--- src/rtl/trigger_qualifier.sv ---
// ============================================================================
// Module   : trigger_qualifier
// Brief    : Selects which synchronized edge pulses are forwarded to the
//            delay stage, using arm/disarm control, a PASS / SINGLE / COUNT
//            mode and a post-fire holdoff window. Keeps saturating counts
//            of forwarded and rejected edges.
// Revision : 1.0 - initial release
// ============================================================================
`default_nettype none

module trigger_qualifier #(
   parameter int CNT_BITS     = 16,
   parameter int HOLDOFF_BITS = 32
) (
   input  logic                    clk,
   input  logic                    rst_n,
   input  logic                    edge_pulse_in,
   input  logic                    arm,
   input  logic                    disarm,
   input  logic                    cfg_update,
   input  logic [1:0]              cfg_mode,
   input  logic [CNT_BITS-1:0]     cfg_skip,
   input  logic [HOLDOFF_BITS-1:0] cfg_holdoff,
   input  logic                    clear_stats,
   output logic                    trig_out,
   output logic                    armed,
   output logic                    done,
   output logic [CNT_BITS-1:0]     fired_count,
   output logic [CNT_BITS-1:0]     dropped_count
);

   typedef enum logic [1:0] {
      S_IDLE    = 2'd0,
      S_ARMED   = 2'd1,
      S_HOLDOFF = 2'd2,
      S_DONE    = 2'd3
   } state_t;

   localparam logic [1:0] C_MODE_PASS   = 2'b00;
   localparam logic [1:0] C_MODE_SINGLE = 2'b01;
   localparam logic [1:0] C_MODE_COUNT  = 2'b10;

   localparam logic [CNT_BITS-1:0]     C_CNT_MAX  = {CNT_BITS{1'b1}};
   localparam logic [CNT_BITS-1:0]     C_CNT_ONE  = {{(CNT_BITS-1){1'b0}}, 1'b1};
   localparam logic [HOLDOFF_BITS-1:0] C_HOLD_ONE = {{(HOLDOFF_BITS-1){1'b0}}, 1'b1};

   state_t                  state_q, state_d;
   logic [1:0]              mode_q;
   logic [CNT_BITS-1:0]     skip_q;
   logic [HOLDOFF_BITS-1:0] holdoff_q;
   logic [CNT_BITS-1:0]     skip_cnt_q, skip_cnt_d;
   logic [HOLDOFF_BITS-1:0] hold_cnt_q, hold_cnt_d;
   logic                    fire_d;
   logic                    drop_d;
   logic                    trig_q;
   logic                    armed_q;
   logic                    done_q;
   logic [CNT_BITS-1:0]     fired_q;
   logic [CNT_BITS-1:0]     dropped_q;

   // Next state and per-cycle fire/drop decision, in control priority order.
   always_comb begin
      state_d    = state_q;
      skip_cnt_d = skip_cnt_q;
      hold_cnt_d = hold_cnt_q;
      fire_d     = 1'b0;
      drop_d     = 1'b0;

      if (cfg_update) begin
         state_d    = S_IDLE;
         skip_cnt_d = '0;
         hold_cnt_d = '0;
         drop_d     = edge_pulse_in;
      end else if (disarm) begin
         state_d = S_IDLE;
         drop_d  = edge_pulse_in;
      end else if (arm && (state_q == S_IDLE || state_q == S_DONE)) begin
         // Arm from IDLE/DONE restarts the skip count; the edge is lost.
         state_d    = S_ARMED;
         skip_cnt_d = '0;
         drop_d     = edge_pulse_in;
      end else begin
         case (state_q)
            S_ARMED: begin
               if (edge_pulse_in) begin
                  case (cfg_mode_eff(mode_q))
                     C_MODE_SINGLE: begin
                        fire_d  = 1'b1;
                        state_d = S_DONE;
                     end
                     C_MODE_COUNT: begin
                        if (skip_cnt_q == skip_q) begin
                           fire_d  = 1'b1;
                           state_d = S_DONE;
                        end else begin
                           drop_d     = 1'b1;
                           skip_cnt_d = skip_cnt_q + C_CNT_ONE;
                        end
                     end
                     default: begin
                        fire_d = 1'b1;
                        if (holdoff_q != '0) begin
                           hold_cnt_d = holdoff_q;
                           state_d    = S_HOLDOFF;
                        end
                     end
                  endcase
               end
            end
            S_HOLDOFF: begin
               // Arm is ignored here; the window always runs to completion.
               drop_d     = edge_pulse_in;
               hold_cnt_d = hold_cnt_q - C_HOLD_ONE;
               if (hold_cnt_q <= C_HOLD_ONE) begin
                  hold_cnt_d = '0;
                  state_d    = S_ARMED;
               end
            end
            default: begin
               drop_d = edge_pulse_in;
            end
         endcase
      end
   end

   // Mode 11 is an unused encoding and behaves as PASS.
   function automatic logic [1:0] cfg_mode_eff(input logic [1:0] m);
      return (m == 2'b11) ? C_MODE_PASS : m;
   endfunction

   // State, shadow configuration and internal counters.
   always_ff @(posedge clk or negedge rst_n) begin
      if (!rst_n) begin
         state_q    <= S_IDLE;
         mode_q     <= C_MODE_PASS;
         skip_q     <= '0;
         holdoff_q  <= '0;
         skip_cnt_q <= '0;
         hold_cnt_q <= '0;
      end else begin
         state_q    <= state_d;
         skip_cnt_q <= skip_cnt_d;
         hold_cnt_q <= hold_cnt_d;
         if (cfg_update) begin
            mode_q    <= cfg_mode;
            skip_q    <= cfg_skip;
            holdoff_q <= cfg_holdoff;
         end
      end
   end

   // Registered outputs and saturating statistics; clear beats increment.
   always_ff @(posedge clk or negedge rst_n) begin
      if (!rst_n) begin
         trig_q    <= 1'b0;
         armed_q   <= 1'b0;
         done_q    <= 1'b0;
         fired_q   <= '0;
         dropped_q <= '0;
      end else begin
         trig_q  <= fire_d;
         armed_q <= (state_d == S_ARMED) || (state_d == S_HOLDOFF);
         done_q  <= (state_d == S_DONE);
         if (clear_stats) begin
            fired_q   <= '0;
            dropped_q <= '0;
         end else begin
            if (fire_d && fired_q != C_CNT_MAX) begin
               fired_q <= fired_q + C_CNT_ONE;
            end
            if (drop_d && dropped_q != C_CNT_MAX) begin
               dropped_q <= dropped_q + C_CNT_ONE;
            end
         end
      end
   end

   assign trig_out      = trig_q;
   assign armed         = armed_q;
   assign done          = done_q;
   assign fired_count   = fired_q;
   assign dropped_count = dropped_q;

endmodule

`default_nettype wire

--- config.mk ---
export PLATFORM = sky130hd
export DESIGN_NAME = trigger_qualifier
export DESIGN_NICKNAME = d
export VERILOG_FILES = /design/src/rtl/trigger_qualifier.sv
export SDC_FILE = /design/constraint.sdc
export NUM_CORES = 1
export LEC_CHECK = 0
export CAP_MARGIN = 20
export CORE_MARGIN = 1
export CORE_UTILIZATION = 35
export CTS_BUF_LIST = sky130_fd_sc_hd__clkbuf_8
export DETAILED_ROUTE_END_ITERATION = 10
export GPL_ROUTABILITY_DRIVEN = 0
export GPL_TIMING_DRIVEN = 0
export PLACE_DENSITY = 0.61
export SYNTH_ARGS = -nofsm -noshare
export SYNTH_HDL_FRONTEND = slang
export SYNTH_SLANG_ARGS = --single-unit
--- constraint.sdc ---
create_clock -name clk -period 2.5 [get_ports clk]
set_clock_uncertainty 0.15 [all_clocks]
set_input_delay 0.25 -clock clk [delete_from_list [all_inputs] [get_ports clk]]
set_output_delay 0.25 -clock clk [all_outputs]
set_load 0.01 [all_outputs]
==> results.sh, run 1 <==
export IMPL_rows=51
export IMPL_yosysUniqueCellTypes=66
export IMPL_synthCells=721
export IMPL_ir_drop_mv=0.389
export IMPL_post_route_period_util=0.966
export IMPL_max_slew_margin=0.415
export IMPL_crit_fanout=10
export IMPL_worstPathArrival_ps=2630
export IMPL_path_class="flop to flop"
export IMPL_syn_nets=788
export IMPL_cts_buffers_inserted=17
export IMPL_ys_seq_elements=135
export IMPL_wl_per_cell_um=17.1
export IMPL_synth_edf_count=0
export IMPL_swShare=0.257
export IMPL_reg2reg_depth=8
export IMPL_antenna_cells=0
export IMPL_overflow=0
export IMPL_synthArstFlopShare=1.00
export IMPL_top_usage_layer="met2"
export IMPL_routed_wl_um=19100
export IMPL_clkPwrFrac=0.428
export IMPL_met2_usage=0.298
export IMPL_io_pins=92
export IMPL_powerDensity_nw_per_um2=580
export IMPL_setup_viol=0
export IMPL_synthToLayoutAreaGrowth_pct=30.2
export IMPL_gr_usage_all_layers=0.191
export IMPL_drt_first_iter_violations=439
export IMPL_switchingPower_mw=1.39
export IMPL_port_buffers=89
export IMPL_vias=6141
export IMPL_p_comb_frac=0.130
export IMPL_max_freq_mhz=414
export IMPL_status="finished clean"
export IMPL_clk_pin_slew_ps=90
export IMPL_use_met1=0.263
export IMPL_fillCellCount=1829
export IMPL_timing_hold_violations_final=0
export IMPL_worstPathRequired_ps=2720
export IMPL_p_leak_nw=3.63
export IMPL_intPower_mw=4.01
export IMPL_synth_area_per_cell_um2=9.91
export IMPL_regArea_um2=3380
export IMPL_use_met3=0.0431
export IMPL_power_frac_seq=0.442
export IMPL_vias_per_cell=5.51
export IMPL_rrSetupSlack_ps=90
export IMPL_root_buffer="clkbuf_8"
export IMPL_dr_pass1_iters=5
export IMPL_place_inst=1076
export IMPL_drv_slew=0
export IMPL_clock_tree_htree_level_count=4
export IMPL_dieArea_um2=21000
export IMPL_ys_flop_type="dfrtp_1"
export IMPL_end_kind="flop"
export IMPL_cts_tree="done"
export IMPL_max_cap_violations=0
export IMPL_finalSetupTns_ps=0
export IMPL_hpwl_um=13300
export IMPL_yosys_warnings=0
export IMPL_grt_pass1_vias=5825
export IMPL_grt_antenna_before_repair=0
export IMPL_die_x_um=145
export IMPL_grt_max_degree=77
export IMPL_hp_class="primary input to flop"
export IMPL_grt_pass1_wl_um=30600
export IMPL_timing_hold_ws_ps=65.9
export IMPL_fin_cells=1115
export IMPL_worstSkewPairLatency_ps=470
export IMPL_tightest_slew_ps=878
export IMPL_multi_input_area_um2=3870
export IMPL_fin_crit_ps=2410
export IMPL_clock_sinks=135
export IMPL_nets=904
export IMPL_ant_nets=0
export IMPL_synthesis_area_um2=7150
export IMPL_drc=0
export IMPL_cp_start_kind="flop"
export IMPL_core_area_um2=19700
export IMPL_drive_above_1_share=0.171
export IMPL_holdPathStages=3
export IMPL_ctsLongestPathBuffers=2
export IMPL_start_util=0.362
export IMPL_fp_dieH_um=145
export IMPL_synth_seq_area_share=0.473
==> logic make-up after synthesis <==
| kind of cell | Yosys count | share of synthesized area |
|---|---|---|
| XOR/XNOR | 46 | 0.0564 |
| flip-flops | 135 | 0.473 |
| AND/OR/NAND/NOR | 254 | 0.190 |
| multiplexers | 49 | 0.0767 |
| AO/OA/AOI/OAI | 175 | 0.157 |
| buffers and inverters | 52 | 0.0294 |
| adder cells (fa/ha/maj) | 10 | 0.0175 |
==> repair_timing <==
item | 4_1_cts | 5_1_grt
buffers inserted | 7 | 2
setup endpoints to repair | 76 | 72
pin swaps | 5 | 9
gates resized for setup | 30 | 42
hold endpoints to repair | 75 | 0
hold buffers | 1 | 0
==> synth_stat cells (all sizes together) (19+ instances only) <==
cell type	n	area [µm²]
inv	20	75.1
clkbuf	25	93.8
mux2	46	518
nor3	19	105
nand3	25	125
o21ai	70	350
xnor2	20	175
xor2	26	228
nor4	30	213
dfrtp	135	3380
nand2	46	173
a21oi	44	220
nor2	60	225
==> through the flow <==
| stage | utilization | worst slack (ps) | power [mW] | instance area [µm²] |
|---|---|---|---|---|
| after floorplan | - | 37.3 | 2.76 | 7150 |
| after global placement | 0.425 | -4610 | 3.03 | 8370 |
| after detailed placement | 0.426 | -476 | 3.04 | 8400 |
| after CTS | 0.462 | -6.83 | 5.40 | 9110 |
| after global routing | 0.472 | -6.94 | 5.60 | 9300 |
| final | 0.472 | 86.2 | 5.39 | 9300 |
==> layer usage <==
metal,up-vias,wire length [µm]
met2,189,8730
met4,0,283
met3,21,1210
li1,2920,-
met5,-,0
met1,3011,8880
==> flip-flops by register name, summed over array words and instances, names as in the netlist <==
register,flops
dropped_count,16
skip_q,16
fired_count,16
skip_cnt_q,16
trig_out,1
done,1
armed,1
state_q,2
mode_q,2
holdoff_q,32
hold_cnt_q,32
==> power by group through the flow <==
stage	logic (mW)	clock network (mW)	registers, mW
2_1_floorplan	0.371	0	2.39
3_3_place_gp	0.607	0	2.42
3_5_place_dp	0.618	0	2.42
4_1_cts	0.671	2.35	2.38
5_1_grt	0.767	2.43	2.40
6_report	0.700	2.31	2.38
==> cell type report <==
class	instances	area share
Multi-Input combinational cell	534	0.416
Sequential cell	135	0.363
Timing Repair Buffer	100	0.107
Tap cell	265	0.0356
Clock inverter	14	0.0274
Clock buffer	18	0.0266
Buffer	28	0.0153
Inverter	21	0.00847
==> placed cells by master (no fill, tap or decap), types with 4 or more instances in the layout <==
cell type / count
xor2_1: 26
nand2_1: 44
buf_4: 10
clkdlybuf4s50_1: 88
a21oi_1: 43
o21ai_0: 61
nor3_1: 14
dfrtp_1: 134
nor2b_1: 4
buf_6: 4
nor4_2: 5
nor4_1: 16
ha_1: 8
mux2_2: 46
or3_1: 12
clkbuf_8: 18
o21ai_1: 7
nand4_1: 17
nand3_1: 24
xnor2_1: 20
and4_1: 9
and3_1: 6
o31ai_1: 9
clkbuf_2: 4
or4_1: 9
a32oi_1: 12
nor2_1: 59
inv_1: 22
bufinv_16: 7
clkbuf_1: 16
a22oi_1: 4
nor4_4: 9
==> critical path, cell delays in order (launching register included) <==
cell,delay [ps]
dfrtp_1,420
ha_1,230
and3_1,180
and3_2,250
a311o_1,320
buf_4,190
nor3b_4,250
a21oi_1,90
a31o_2,210
==> final timing paths <==
path	from	end
worst max-delay path	fired_count[0]$_DFFE_PN0P_	fired_count[7]$_DFFE_PN0P_
worst min-delay path	clear_stats	fired_count[7]$_DFFE_PN0P_
worst max register to register	fired_count[0]$_DFFE_PN0P_	fired_count[7]$_DFFE_PN0P_
worst min register to register	hold_cnt_q[27]$_DFFE_PN0P_	hold_cnt_q[27]$_DFFE_PN0P_
max in group asynchronous	rst_n	holdoff_q[18]$_DFFE_PN0P_
min in group asynchronous	rst_n	fired_count[7]$_DFFE_PN0P_
(Power assumes the default switching activity.)
==> run 2: changes to the inputs <==
- PLACE_DENSITY: 0.61 -> 0.59
- SLEW_MARGIN: unset -> 10
- clock period: 2.5 -> 2.8 ns (I/O delays scaled with it)
==> run 2 against run 1 <==
- via count decreased by 0.60%
- sequential cell count unchanged
- core utilization decreased by 1.4 points
- sequential power decreased by 11%
- final cell count decreased by 0.27%
- maximum frequency decreased by 9.4%
- worst setup slack improved by 51 ps
- critical path type unchanged
- critical endpoint is now armed$_DFF_PN0_
- highest routed layer unchanged
==> results.sh, run 2 (synthesized netlist as in run 1, its figures left out) <==
export IMPL_core_area_um2=19700
export IMPL_gr_usage_all_layers=0.194
export IMPL_routed_wl_um=19100
export IMPL_post_route_period_util=0.951
export IMPL_path_class="flop to flop"
export IMPL_synthToLayoutAreaGrowth_pct=26.5
export IMPL_antenna_cells=0
export IMPL_cp_start_kind="flop"
export IMPL_end_kind="flop"
export IMPL_cts_buffers_inserted=17
export IMPL_wl_per_cell_um=17.2
export IMPL_vias_per_cell=5.49
export IMPL_ant_nets=0
export IMPL_min_to="fired_count[14]$_DFFE_PN0P_"
export IMPL_cts_tree="done"
export IMPL_vias=6104
export IMPL_worstSkewPairLatency_ps=470
export IMPL_p_leak_nw=3.52
export IMPL_clock_sinks=135
export IMPL_grt_antenna_before_repair=0
export IMPL_max_slew_margin=0.461
export IMPL_tightest_slew_ps=808
export IMPL_grt_max_degree=71
export IMPL_ir_drop_mv=0.318
export IMPL_status="finished clean"
export IMPL_r2r_end="armed$_DFF_PN0_"
export IMPL_min_from="clear_stats"
export IMPL_reg2reg_depth=8
export IMPL_die_x_um=145
export IMPL_holdPathStages=3
export IMPL_timing_hold_violations_final=0
export IMPL_crit_fanout=6
export IMPL_hpwl_um=13400
export IMPL_start_util=0.362
export IMPL_fin_crit_ps=2660
export IMPL_nets=901
export IMPL_drc=0
export IMPL_setup_viol=0
export IMPL_max_cap_violations=0
export IMPL_fp_dieH_um=145
export IMPL_final_common_cell="dfrtp_1"
export IMPL_worstPathRequired_ps=2990
export IMPL_rows=51
export IMPL_r2r_start="hold_cnt_q[12]$_DFFE_PN0P_"
export IMPL_root_buffer="clkbuf_8"
export IMPL_overflow=0
export IMPL_rrSetupSlack_ps=140
export IMPL_dieArea_um2=21000
export IMPL_port_buffers=89
export IMPL_dr_pass1_iters=5
export IMPL_final_cell_mix="134 x dfrtp_1, 88 x clkdlybuf4s50_1, 62 x o21ai_0"
export IMPL_fillCellCount=1884
export IMPL_clock_tree_htree_level_count=4
export IMPL_drv_slew=0
export IMPL_max_freq_mhz=375
export IMPL_clk_pin_slew_ps=80
export IMPL_powerDensity_nw_per_um2=513
export IMPL_io_pins=92
export IMPL_drive_above_1_share=0.143
export IMPL_grt_pass1_wl_um=30900
export IMPL_grt_pass1_vias=5794
export IMPL_worstPathArrival_ps=2860
export IMPL_drt_first_iter_violations=337
export IMPL_ctsLongestPathBuffers=2
export IMPL_hp_class="primary input to flop"
export IMPL_rsz0062_at_grt="false"
export IMPL_utilization=0.458
export IMPL_largestRegisters="hold_cnt_q x32, holdoff_q x32"
export IMPL_finalSetupTns_ps=0
-- run 2: changes by cell type in the layout (fill, tap and decap cells not counted), moves of 3 or more --
cell,before,now
buf_4,10,5
clkbuf_1,16,20
nor3_4,3,0
nor4_1,16,22
nor4_4,9,4
buf_6,4,1
-- run 2: timing repair --
action	in CTS	in global routing
hold buffers	1	0
endpoints found under the hold margin	65	0
resized for setup	4	25
setup buffers	0	4
setup endpoints to repair	14	61
pin swaps	0	4
-- run 2: final cells by class --
type                       instances  area (µm²)  area share
buffer                            30         133      0.0147
inverter                          21        78.8     0.00872
timing repair buffer              95         963       0.107
sequential                       135        3380       0.374
tap                              265         332      0.0367
clock inverter                    13         203      0.0224
clock buffer                      19         262      0.0289
multi-input combinational        534        3690       0.408
-- run 2: worst max-delay path: stages, from the launching register on --
cell and delay (ps):
dfrtp_1 430, nor4_1 500, nand3_1 390, o41ai_4 370
buf_4 200, nand2_1 60, nand3_1 80, o31ai_1 90
ha_1 290
-- run 2: where the power goes --
part | switching [mW] | leakage [nW] | internal [mW]
Clock | 0.819 | 0.225 | 1.10
Combinational | 0.328 | 1.53 | 0.256
Sequential | 0.0875 | 1.76 | 2.04
-- run 2: how the worst max path moves through the flow --
stage	from	endpoint	cells after the start
2_1_floorplan	state_q[0]$_DFF_PN0_	fired_count[14]$_DFFE_PN0P_	10
3_3_place_gp	rst_n	holdoff_q[25]$_DFFE_PN0P_	1
3_5_place_dp	hold_cnt_q[18]$_DFFE_PN0P_	armed$_DFF_PN0_	7
4_1_cts	state_q[0]$_DFF_PN0_	fired_count[15]$_DFFE_PN0P_	9
5_1_grt	hold_cnt_q[18]$_DFFE_PN0P_	hold_cnt_q[21]$_DFFE_PN0P_	8
6_report	hold_cnt_q[12]$_DFFE_PN0P_	armed$_DFF_PN0_	8
-- run 2: through the flow --
step	cell area (µm²)	cells	hold WS [ps]	power (mW)	worst slack (ps)
after detailed placement	8400	1076	123	2.72	-168
after floorplan	7150	721	-166	2.46	294
after global routing	9040	1112	142	4.82	1.22
after global placement	8370	1075	342	2.70	-4410
after CTS	8890	1109	88.7	4.65	5.98
final	9040	1112	119	4.63	137
-- run 2: layer usage --
| layer | share of wire | routed length (µm) | GRT usage |
|---|---|---|---|
| met5 | 0 | 0 | 0 |
| met4 | 0.013 | 242 | 0.0615 |
| met3 | 0.065 | 1240 | 0.0471 |
| met2 | 0.46 | 8790 | 0.303 |
| met1 | 0.46 | 8790 | 0.263 |
